[config.mk]
export PLATFORM = sky130hd
export DESIGN_NAME = rf_multiport
export DESIGN_NICKNAME = d
export VERILOG_FILES = /design/src/rtl/rf_multiport.sv
export SDC_FILE = /design/constraint.sdc
export NUM_CORES = 1
export LEC_CHECK = 0
export BUFFER_PORTS_ARGS = -buffer_cell sky130_fd_sc_hd__buf_2
export CAP_MARGIN = 0
export CORE_AREA = 2 2 183 185
export DETAILED_ROUTE_END_ITERATION = 7
export DIE_AREA = 0 0 185 187
export GPL_TIMING_DRIVEN = 0
export PLACE_DENSITY = 0.68
export SLEW_MARGIN = 0
export SYNTH_ARGS = -nofsm -noshare
export SYNTH_HDL_FRONTEND = slang
export SYNTH_SLANG_ARGS = --single-unit
[constraint.sdc]
create_clock -name clk -period 2.1 [get_ports clk]
set_clock_uncertainty 0.05 [all_clocks]
set_input_delay 0.21 -clock clk [delete_from_list [all_inputs] [get_ports clk]]
set_output_delay 0.21 -clock clk [all_outputs]
set_load 0.02 [all_outputs]
[src/rtl/rf_multiport.sv]
// Multi-port register file: one write port, two registered read ports with write bypass.
// Optional per-entry even parity with read-side error flags when RF_PARITY_EN is defined.
module rf_multiport #(
    parameter int DATA_W   = 32,
    parameter int DEPTH    = 8,
    parameter int ZERO_REG = 0,
    localparam int ADDR_W  = $clog2(DEPTH)
) (
    input  logic              clk,
    input  logic              clear,
    input  logic              we,
    input  logic [ADDR_W-1:0] wAddr,
    input  logic [DATA_W-1:0] wData,
    input  logic              reA,
    input  logic [ADDR_W-1:0] rAddrA,
    input  logic              reB,
    input  logic [ADDR_W-1:0] rAddrB,
    output logic [DATA_W-1:0] rDataA,
    output logic              rValidA,
    output logic [DATA_W-1:0] rDataB,
    output logic              rValidB,
    output logic              perrA,
    output logic              perrB
);

    logic [DATA_W-1:0] mem_q [DEPTH];
    logic [DATA_W-1:0] rdata_a_q, rdata_a_d;
    logic [DATA_W-1:0] rdata_b_q, rdata_b_d;
    logic              rvalid_a_q, rvalid_b_q;
    logic              wr_en;
    logic              zero_a, zero_b;
    logic              byp_a, byp_b;

    // Entry 0 is pinned to zero when ZERO_REG is set, so it neither stores nor bypasses.
    assign wr_en  = we && !((ZERO_REG != 0) && (wAddr == '0));
    assign zero_a = (ZERO_REG != 0) && (rAddrA == '0);
    assign zero_b = (ZERO_REG != 0) && (rAddrB == '0);
    assign byp_a  = we && (rAddrA == wAddr) && !zero_a;
    assign byp_b  = we && (rAddrB == wAddr) && !zero_b;

    always_comb begin
        rdata_a_d = rdata_a_q;
        if (reA) begin
            if (zero_a) begin
                rdata_a_d = '0;
            end else if (byp_a) begin
                rdata_a_d = wData;
            end else begin
                rdata_a_d = mem_q[rAddrA];
            end
        end
    end

    always_comb begin
        rdata_b_d = rdata_b_q;
        if (reB) begin
            if (zero_b) begin
                rdata_b_d = '0;
            end else if (byp_b) begin
                rdata_b_d = wData;
            end else begin
                rdata_b_d = mem_q[rAddrB];
            end
        end
    end

    always_ff @(posedge clk or negedge clear) begin
        if (!clear) begin
            for (int i = 0; i < DEPTH; i++) begin
                mem_q[i] <= '0;
            end
            rdata_a_q  <= '0;
            rdata_b_q  <= '0;
            rvalid_a_q <= 1'b0;
            rvalid_b_q <= 1'b0;
        end else begin
            if (wr_en) begin
                mem_q[wAddr] <= wData;
            end
            rdata_a_q  <= rdata_a_d;
            rdata_b_q  <= rdata_b_d;
            rvalid_a_q <= reA;
            rvalid_b_q <= reB;
        end
    end

    assign rDataA  = rdata_a_q;
    assign rDataB  = rdata_b_q;
    assign rValidA = rvalid_a_q;
    assign rValidB = rvalid_b_q;

`ifdef RF_PARITY_EN
    logic [DEPTH-1:0] par_q;
    logic             perr_a_q, perr_a_d;
    logic             perr_b_q, perr_b_d;

    // A bypassed word never touched storage, so its parity is good by construction.
    always_comb begin
        perr_a_d = perr_a_q;
        if (reA) begin
            perr_a_d = (zero_a || byp_a) ? 1'b0 : ((^mem_q[rAddrA]) != par_q[rAddrA]);
        end
    end

    always_comb begin
        perr_b_d = perr_b_q;
        if (reB) begin
            perr_b_d = (zero_b || byp_b) ? 1'b0 : ((^mem_q[rAddrB]) != par_q[rAddrB]);
        end
    end

    always_ff @(posedge clk or negedge clear) begin
        if (!clear) begin
            par_q    <= '0;
            perr_a_q <= 1'b0;
            perr_b_q <= 1'b0;
        end else begin
            if (wr_en) begin
                par_q[wAddr] <= ^wData;
            end
            perr_a_q <= perr_a_d;
            perr_b_q <= perr_b_d;
        end
    end

    assign perrA = perr_a_q;
    assign perrB = perr_b_q;
`else
    assign perrA = 1'b0;
    assign perrB = 1'b0;
`endif

endmodule

==> metrics.md, run 1 <==
| Metric | Value |
|---|---|
| Worst Hold Depth | 2 |
| Slowest Stage Delay on Critical Path | 790 ps |
| CP Data Arrival Time | 2200 ps |
| Achievable Freq | 0.534 GHz |
| Most frequent cells in the layout | dfrtp_1 (322), buf_2 (135), nand2_1 (131), mux4_2 (128), o21ai_0 (128) |
| Routability cong. | 0.830 |
| Area Overhead vs Synth | 16.5% |
| VDD IR max | 0.622 mV |
| P_sw | 5.48 mW |
| Share of layout cells above drive strength 1 | 35.6% |
| CP Capture Type | register |
| Syn Inst Count | 1181 |
| Ant diodes | 0 |
| Worst path required time | 2430 ps |
| Synth Cell Area | 0.0161 mm^2 |
| CP dominant cell by count | buf_2 |
| Power Density | 1010 mW/mm^2 |
| Routed wl met3 | 3320 um |
| All-Layer GR Usage | 28.0% |
| Clk sink count | 322 |
| Pre-CTS WS | -258 ps |
| Final Setup Violations | 0 |
| Longest Clk Path Bufs | 3 |
| FILL cells | 2727 |
| Largest net degree at the start of global routing | 120 |
| Worst-path maximum fanout | 10 |
| Reg2Reg Depth | 3 |
| Maxcap violations | 0 |
| Fin. max-slew vios | 0 |
| Register share of total power | 44.5% |
| Post-route ant nets | 0 |
| Post-layout util | 57.2% |
| Sequential fraction of the synthesis area | 49.9% |
| Sw Share | 28.9% |
| First-pass detailed-route iteration total | 5 |
| Minimum clock period | 1870 ps |
| Final Cycle Share | 89.2% |
| Via count | 11.2k |
| Clock slew at reported path FFs | 60 ps |
| CTS root buf | clkbuf_16 |
| Hold crit path type | input pin to register |
| Met1 wire length | 19400 um |
| Yosys cell types | 35 |
| Worst rel slew slack | 26.2% |
| Cell chain of the critical path | buf_2 -> buf_2 -> clkbuf_1 -> mux4_2 -> mux2i_1 -> o221ai_1 |
| DP HPWL | 30000 um |
| Initial antenna violation count | 0 |
| Wirelength per Cell | 25.5 um |
| Die width | 185 um |
| Crit-path slowest cell | clkbuf_1 |
| Vias in the first global route | 11.7k |
| Clock Latency Late Sink | 530 ps |
| Die area | 0.0346 mm^2 |
| Die height | 187 um |
| Port Buffer Count | 104 |
| Highest Signal Layer | met4 |
| Routed met2 length | 22400 um |
| Total gr overflow | 0 |
| CP Class | input pin to register |
| Vias/cell | 6.14 |
| Commonest non-fill, non-tap cell in the layout | dfrtp_1 |
| Yosys reg bits | 322 |
| Final Hold Fails | 0 |
| Leakage | 8.20 nW |
| DR iter-0 viols | 1079 |
| H-tree Lvls | 2 |
| RSZ-0062 raised after global routing | false |
| Core Area | 0.0329 mm^2 |
| TritonCTS clock tree | done |
| Hold Slack | 12.4 ps |
| # rows | 67 |
| Setup Total Neg Slack | 0 ps |
| Final setup margin | 226 ps |
| CP startpoint kind | input pin |
| Final wirelength | 46700 um |
| Internal power | 13.5 mW |
| DRC viols | 0 |
| YS warnings | 0 |
| Status | finished clean |
| Final #Nets | 1405 |
| # IOs | 114 |
| First-pass GRT wire length | 72200 um |
| Worst Tran Pin Value | 1110 ps |
| Synth Area per Inst | 13.7 um^2 |
| Clock power frac | 33.2% |
| Initial Util | 49.1% |
| CTS Buf Count | 35 |
| Combinational group share of total power | 22.3% |
-- repair_timing --
item                                    in CTS  in global routing
gates resized for setup                      0                  1
setup buffers                                0                  0
hold buffers                                34                  0
hold endpoints to repair                   236                  0
endpoints found under the setup margin       0                119
-- final timing paths --
kind / from / slack, ps / to
worst max-delay path: rAddrA[2] / 230 / rDataA[13]$_DFFE_PN0P_
worst min-delay path: wData[12] / 10 / mem_q[172]$_DFFE_PN0P_
worst max register to register: mem_q[236]$_DFFE_PN0P_ / 470 / rDataB[12]$_DFFE_PN0P_
worst min register to register: rDataA[4]$_DFFE_PN0P_ / 440 / rDataA[4]$_DFFE_PN0P_
max in group asynchronous: clear / 310 / mem_q[224]$_DFFE_PN0P_
min in group asynchronous: clear / 180 / mem_q[198]$_DFFE_PN0P_
-- worst max-delay path, delay by kind of cell --
family | cells | cell delay [ps]
buffers and inverters | 3 | 1220
AOI/OAI and AO/OA | 1 | 160
muxes | 2 | 610
-- metrics by stage --
step                      cells  cell area (um^2)  total power, mW
final                      1830             18800             19.0
after global placement     1734             17200             12.5
after floorplan            1182             16100             11.3
after global routing       1830             18800             19.8
after detailed placement   1736             17300             12.7
after CTS                  1830             18800             19.0
-- registers in the layout (all words and copies together), names as in the netlist --
register  cells
mem_q       256
rDataA       32
rDataB       32
rValidA       1
rValidB       1
-- cells by family after synthesis --
group / after synthesis / synth area share [%]
buf+inv: 132 / 4.19
mux: 320 / 30.8
flops: 322 / 49.9
simple gates: 206 / 5.79
xor+xnor: 6 / 0.372
compound gates: 194 / 8.90
other cells: 1 / 0.0232
-- synth_stat cells, drive strengths merged --
master / instances / area share (%)
a221o: 9 / 0.56
a221oi: 23 / 1.2
a41oi: 1 / 0.054
and4b: 1 / 0.062
buf: 55 / 2.4
clkbuf: 43 / 1.0
conb: 1 / 0.023
dfrtp: 322 / 50
inv: 34 / 0.79
mux2: 137 / 9.6
mux2i: 55 / 3.4
mux4: 128 / 18
nand2: 131 / 3.0
nand2b: 33 / 1.3
nand4: 1 / 0.039
nand4b: 3 / 0.16
nor2: 23 / 0.53
nor2b: 9 / 0.35
nor3: 2 / 0.093
nor3b: 2 / 0.15
o21ai: 128 / 4.0
o221ai: 32 / 2.9
o41ai: 1 / 0.17
or4: 1 / 0.070
xnor2: 3 / 0.16
xor2: 3 / 0.21
-- area by class of cell --
cell class	count	area [um^2]	area share, %
clock inverters	7	108	0.572
well taps	448	561	2.98
multi-input cells	728	7410	39.4
flip-flops and latches	322	8060	42.8
clock buffers	53	1060	5.65
inverters	34	128	0.678
plain buffers	98	548	2.91
repair buffers	140	931	4.95
-- routing by layer --
| metal | vias up | global-route usage, % |
|---|---|---|
| met3 | 112 | 6.17 |
| li1 | 4767 | - |
| met5 | - | 0 |
| met1 | 5895 | 38.5 |
| met4 | 0 | 9.28 |
| met2 | 467 | 44.7 |
-- power by group through the flow --
stage / sequential [mW] / combinational [mW] / clock [mW]
5_1_grt: 8.60 / 4.61 / 6.58
3_5_place_dp: 8.52 / 4.19 / 0
6_report: 8.44 / 4.23 / 6.30
4_1_cts: 8.42 / 4.26 / 6.35
3_3_place_gp: 8.44 / 4.09 / 0
2_1_floorplan: 8.60 / 2.72 / 0
(Power assumes the default switching activity.)
==> run 2: changes to the inputs <==
--- a/config.mk
+++ b/config.mk
@@ -5,13 +5,14 @@
 export SDC_FILE = /design/constraint.sdc
 export NUM_CORES = 1
 export LEC_CHECK = 0
+export ABC_CLOCK_PERIOD_IN_PS = 2100
 export BUFFER_PORTS_ARGS = -buffer_cell sky130_fd_sc_hd__buf_2
 export CAP_MARGIN = 0
-export CORE_AREA = 2 2 183 185
+export CORE_AREA = 2 2 175 194
 export DETAILED_ROUTE_END_ITERATION = 7
-export DIE_AREA = 0 0 185 187
+export DIE_AREA = 0 0 177 196
 export GPL_TIMING_DRIVEN = 0
-export PLACE_DENSITY = 0.68
+export PLACE_DENSITY = 0.67
 export SLEW_MARGIN = 0
 export SYNTH_ARGS = -nofsm -noshare
 export SYNTH_HDL_FRONTEND = slang
==> run 2 against run 1 <==
  * Register-to-register slack hardly changed
  * Global-route usage up 0.36 points
  * Fmax down 4.8%
  * Worst setup slack worse by 95 ps
  * Clock-buffer cell count is 1 lower
  * Sequential power about the same
  * Flip-flop and latch count unchanged
  * Design area hardly changed
  * Critical path depth fell by 1
  * Utilization up 0.076 points
  * First-iteration DRC count shrank 21%
  * Largest power group unchanged
==> metrics.md, run 2 (synthesized netlist as in run 1, its figures left out) <==
| Metric | Value |
|---|---|
| # rows | 70 (+4.5%) |
| Worst Path Buf+Inv | 2 (-1) |
| Wirelength per Cell | 26.3 um (+3.2%) |
| Share of layout cells above drive strength 1 | 35.8% (+0.24 points) |
| CP startpoint kind | input pin |
| Status | finished clean |
| First-pass detailed-route iteration total | 5 (unchanged) |
| Maxcap violations | 0 (unchanged) |
| Max reg flops | 256 (unchanged) |
| Most frequent cells in the layout | dfrtp_1 (322), buf_2 (135), nand2_1 (131), mux4_2 (128), o21ai_0 (128) |
| CTS root buf | clkbuf_16 |
| Final Cycle Share | 93.8% (+4.5 points) |
| CP Capture Type | register |
| Final wirelength | 47800 um (+2.4%) |
| Initial antenna violation count | 1 (+1) |
| Area Overhead vs Synth | 16.6% (about the same) |
| Clock slew at reported path FFs | 60 ps (about the same) |
| Total gr overflow | 0 (unchanged) |
| Combinational group share of total power | 22.3% (about the same) |
| Port Buffer Count | 104 (unchanged) |
| CP delay by family, top | buffers and inverters |
| Finished Cell Area | 0.0188 mm^2 (about the same) |
| Clock power frac | 33.5% (+0.3 points) |
| Fin. max-slew vios | 0 (unchanged) |
| CP Class | input pin to register |
| Clk sink count | 322 (unchanged) |
| Worst rel slew slack | 23.9% (-2.3 points) |
| Worst path required time | 2380 ps (-50 ps) |
| Post-route ant nets | 0 (unchanged) |
| Commonest non-fill, non-tap cell in the layout | dfrtp_1 |
| P_sw | 5.57 mW (+1.6%) |
| Hold crit path type | input pin to register |
| Post-DP Area | 0.0173 mm^2 (-0.12%) |
| TritonCTS clock tree | done |
| VDD IR max | 0.671 mV (+7.8%) |
| Slowest Stage Delay on Critical Path | 880 ps (+90 ps) |
| # IOs | 114 (unchanged) |
| CTS Buf Count | 36 (+2.9%) |
| Worst-path maximum fanout | 10 (unchanged) |
| Initial Util | 49.2% (about the same) |
| Final #Nets | 1406 (+0.071%) |
| Multi-input combinational cell area | 0.00741 mm^2 (unchanged) |
| Final setup margin | 131 ps (-95.3 ps) |
| Register share of total power | 44.2% (-0.3 points) |
| All-Layer GR Usage | 28.4% (+0.36 points) |
| Die height | 196 um (+4.8%) |
| Clock Latency Late Sink | 530 ps (about the same) |
| Post-layout util | 57.3% (+0.076 points) |
| Final Hold Fails | 0 (unchanged) |
| Achievable Freq | 0.508 GHz (-4.8%) |
| Power Density | 1010 mW/mm^2 (+0.60%) |
| Sw Share | 29.1% (+0.26 points) |
| Core Area | 0.0328 mm^2 (about the same) |
| Vias in the first global route | 11.7k (-0.10%) |
| FILL cells | 2723 (-0.15%) |
| H-tree Lvls | 2 (unchanged) |
| Routability cong. | 0.834 (+0.48%) |
| Post-CTS Setup Bufs | 0 (unchanged) |
| Crit-path slowest cell | clkbuf_1 |
| Vias/cell | 6.25 (+1.8%) |
| Final Setup Violations | 0 (unchanged) |
| Leakage | 8.21 nW (+0.12%) |
| Minimum clock period | 1970 ps (+95.3 ps) |
| DR iter-0 viols | 850 (-21%) |
| DP HPWL | 30300 um (+1.2%) |
| Worst Tran Pin Value | 1140 ps (+33.8 ps) |
| Tot Pwr | 19.1 mW (+0.68%) |
| RSZ-0062 raised after global routing | false |
| Cell chain of the critical path | buf_2 -> xnor2_1 -> a41oi_1 -> clkbuf_1 -> a221oi_1 |
| First-pass GRT wire length | 72800 um (+0.84%) |
| CP Data Arrival Time | 2250 ps (+50 ps) |
| Die area | 0.0347 mm^2 (+0.28%) |
| Pre-CTS WS | -356 ps (-98.0 ps) |
| Largest register by flop count | mem_q |
| Via count | 11.4k (+1.0%) |
| FF+latch area | 0.00806 mm^2 (unchanged) |
| DRC viols | 0 (unchanged) |
| Internal power | 13.5 mW (+0.31%) |
| Largest net degree at the start of global routing | 123 (+2.5%) |
| Longest Clk Path Bufs | 3 (unchanged) |
| Die width | 177 um (-4.3%) |
## run 2: power groups by stage
stage          Sequential, mW  Combinational (mW)  Clock (mW)
2_1_floorplan            8.60                2.72           0
3_3_place_gp             8.44                4.09           0
3_5_place_dp             8.52                4.21           0
4_1_cts                  8.43                4.28        6.48
5_1_grt                  8.60                4.62        6.70
6_report                 8.44                4.26        6.39
## run 2: final timing paths
check                                        from                      to  slack (ps)  depth (start not counted)
max                                     rAddrB[1]  rDataB[18]$_DFFE_PN0P_         130                          5
min                                     wData[16]  rDataB[16]$_DFFE_PN0P_           8                          2
max reg2reg                 mem_q[26]$_DFFE_PN0P_  rDataB[26]$_DFFE_PN0P_         480                          3
min reg2reg                rDataA[29]$_DFFE_PN0P_  rDataA[29]$_DFFE_PN0P_         450                          2
max in group asynchronous                   clear  mem_q[210]$_DFFE_PN0P_         310                          4
min in group asynchronous                   clear   rDataA[6]$_DFFE_PN0P_         180                          2
## run 2: area by class of cell
| class | count | share of cell area, % |
|---|---|---|
| sequential | 322 | 42.8 |
| multi-input combinational | 728 | 39.4 |
| clock buffer | 52 | 5.86 |
| timing repair buffer | 140 | 4.94 |
| buffer | 98 | 2.91 |
| tap | 432 | 2.87 |
| inverter | 34 | 0.678 |
| clock inverter | 10 | 0.532 |
| antenna | 1 | 0.0133 |
## run 2: metal layers
metal | up-vias | global-route usage, % | wire length, um
met2 | 454 | 45.9 | 23100
met1 | 6013 | 39.0 | 19500
met4 | 0 | 10.4 | 1810
met3 | 113 | 4.57 | 3350
met5 | - | 0 | 0
li1 | 4778 | - | -
## run 2: worst register-to-register path: stages, from the launching register on
cell,delay (ps)
dfrtp_1,390
mux4_2,470
mux2_2,280
a221o_1,300
## run 2: what timing repair did
item / in CTS / in global routing
endpoints found under the setup margin: 0 / 121
hold endpoints to repair: 218 / 0
hold buffers: 34 / 0
resized for setup: 0 / 1
## run 2: stage by stage
stage,TNS [ps],std cells,hold WS [ps]
after floorplan,0,1182,-136
after global placement,-1739240,1718,395
after detailed placement,-8660,1720,209
after CTS,0,1816,5.47
after global routing,0,1817,2.71
final,0,1817,8.19
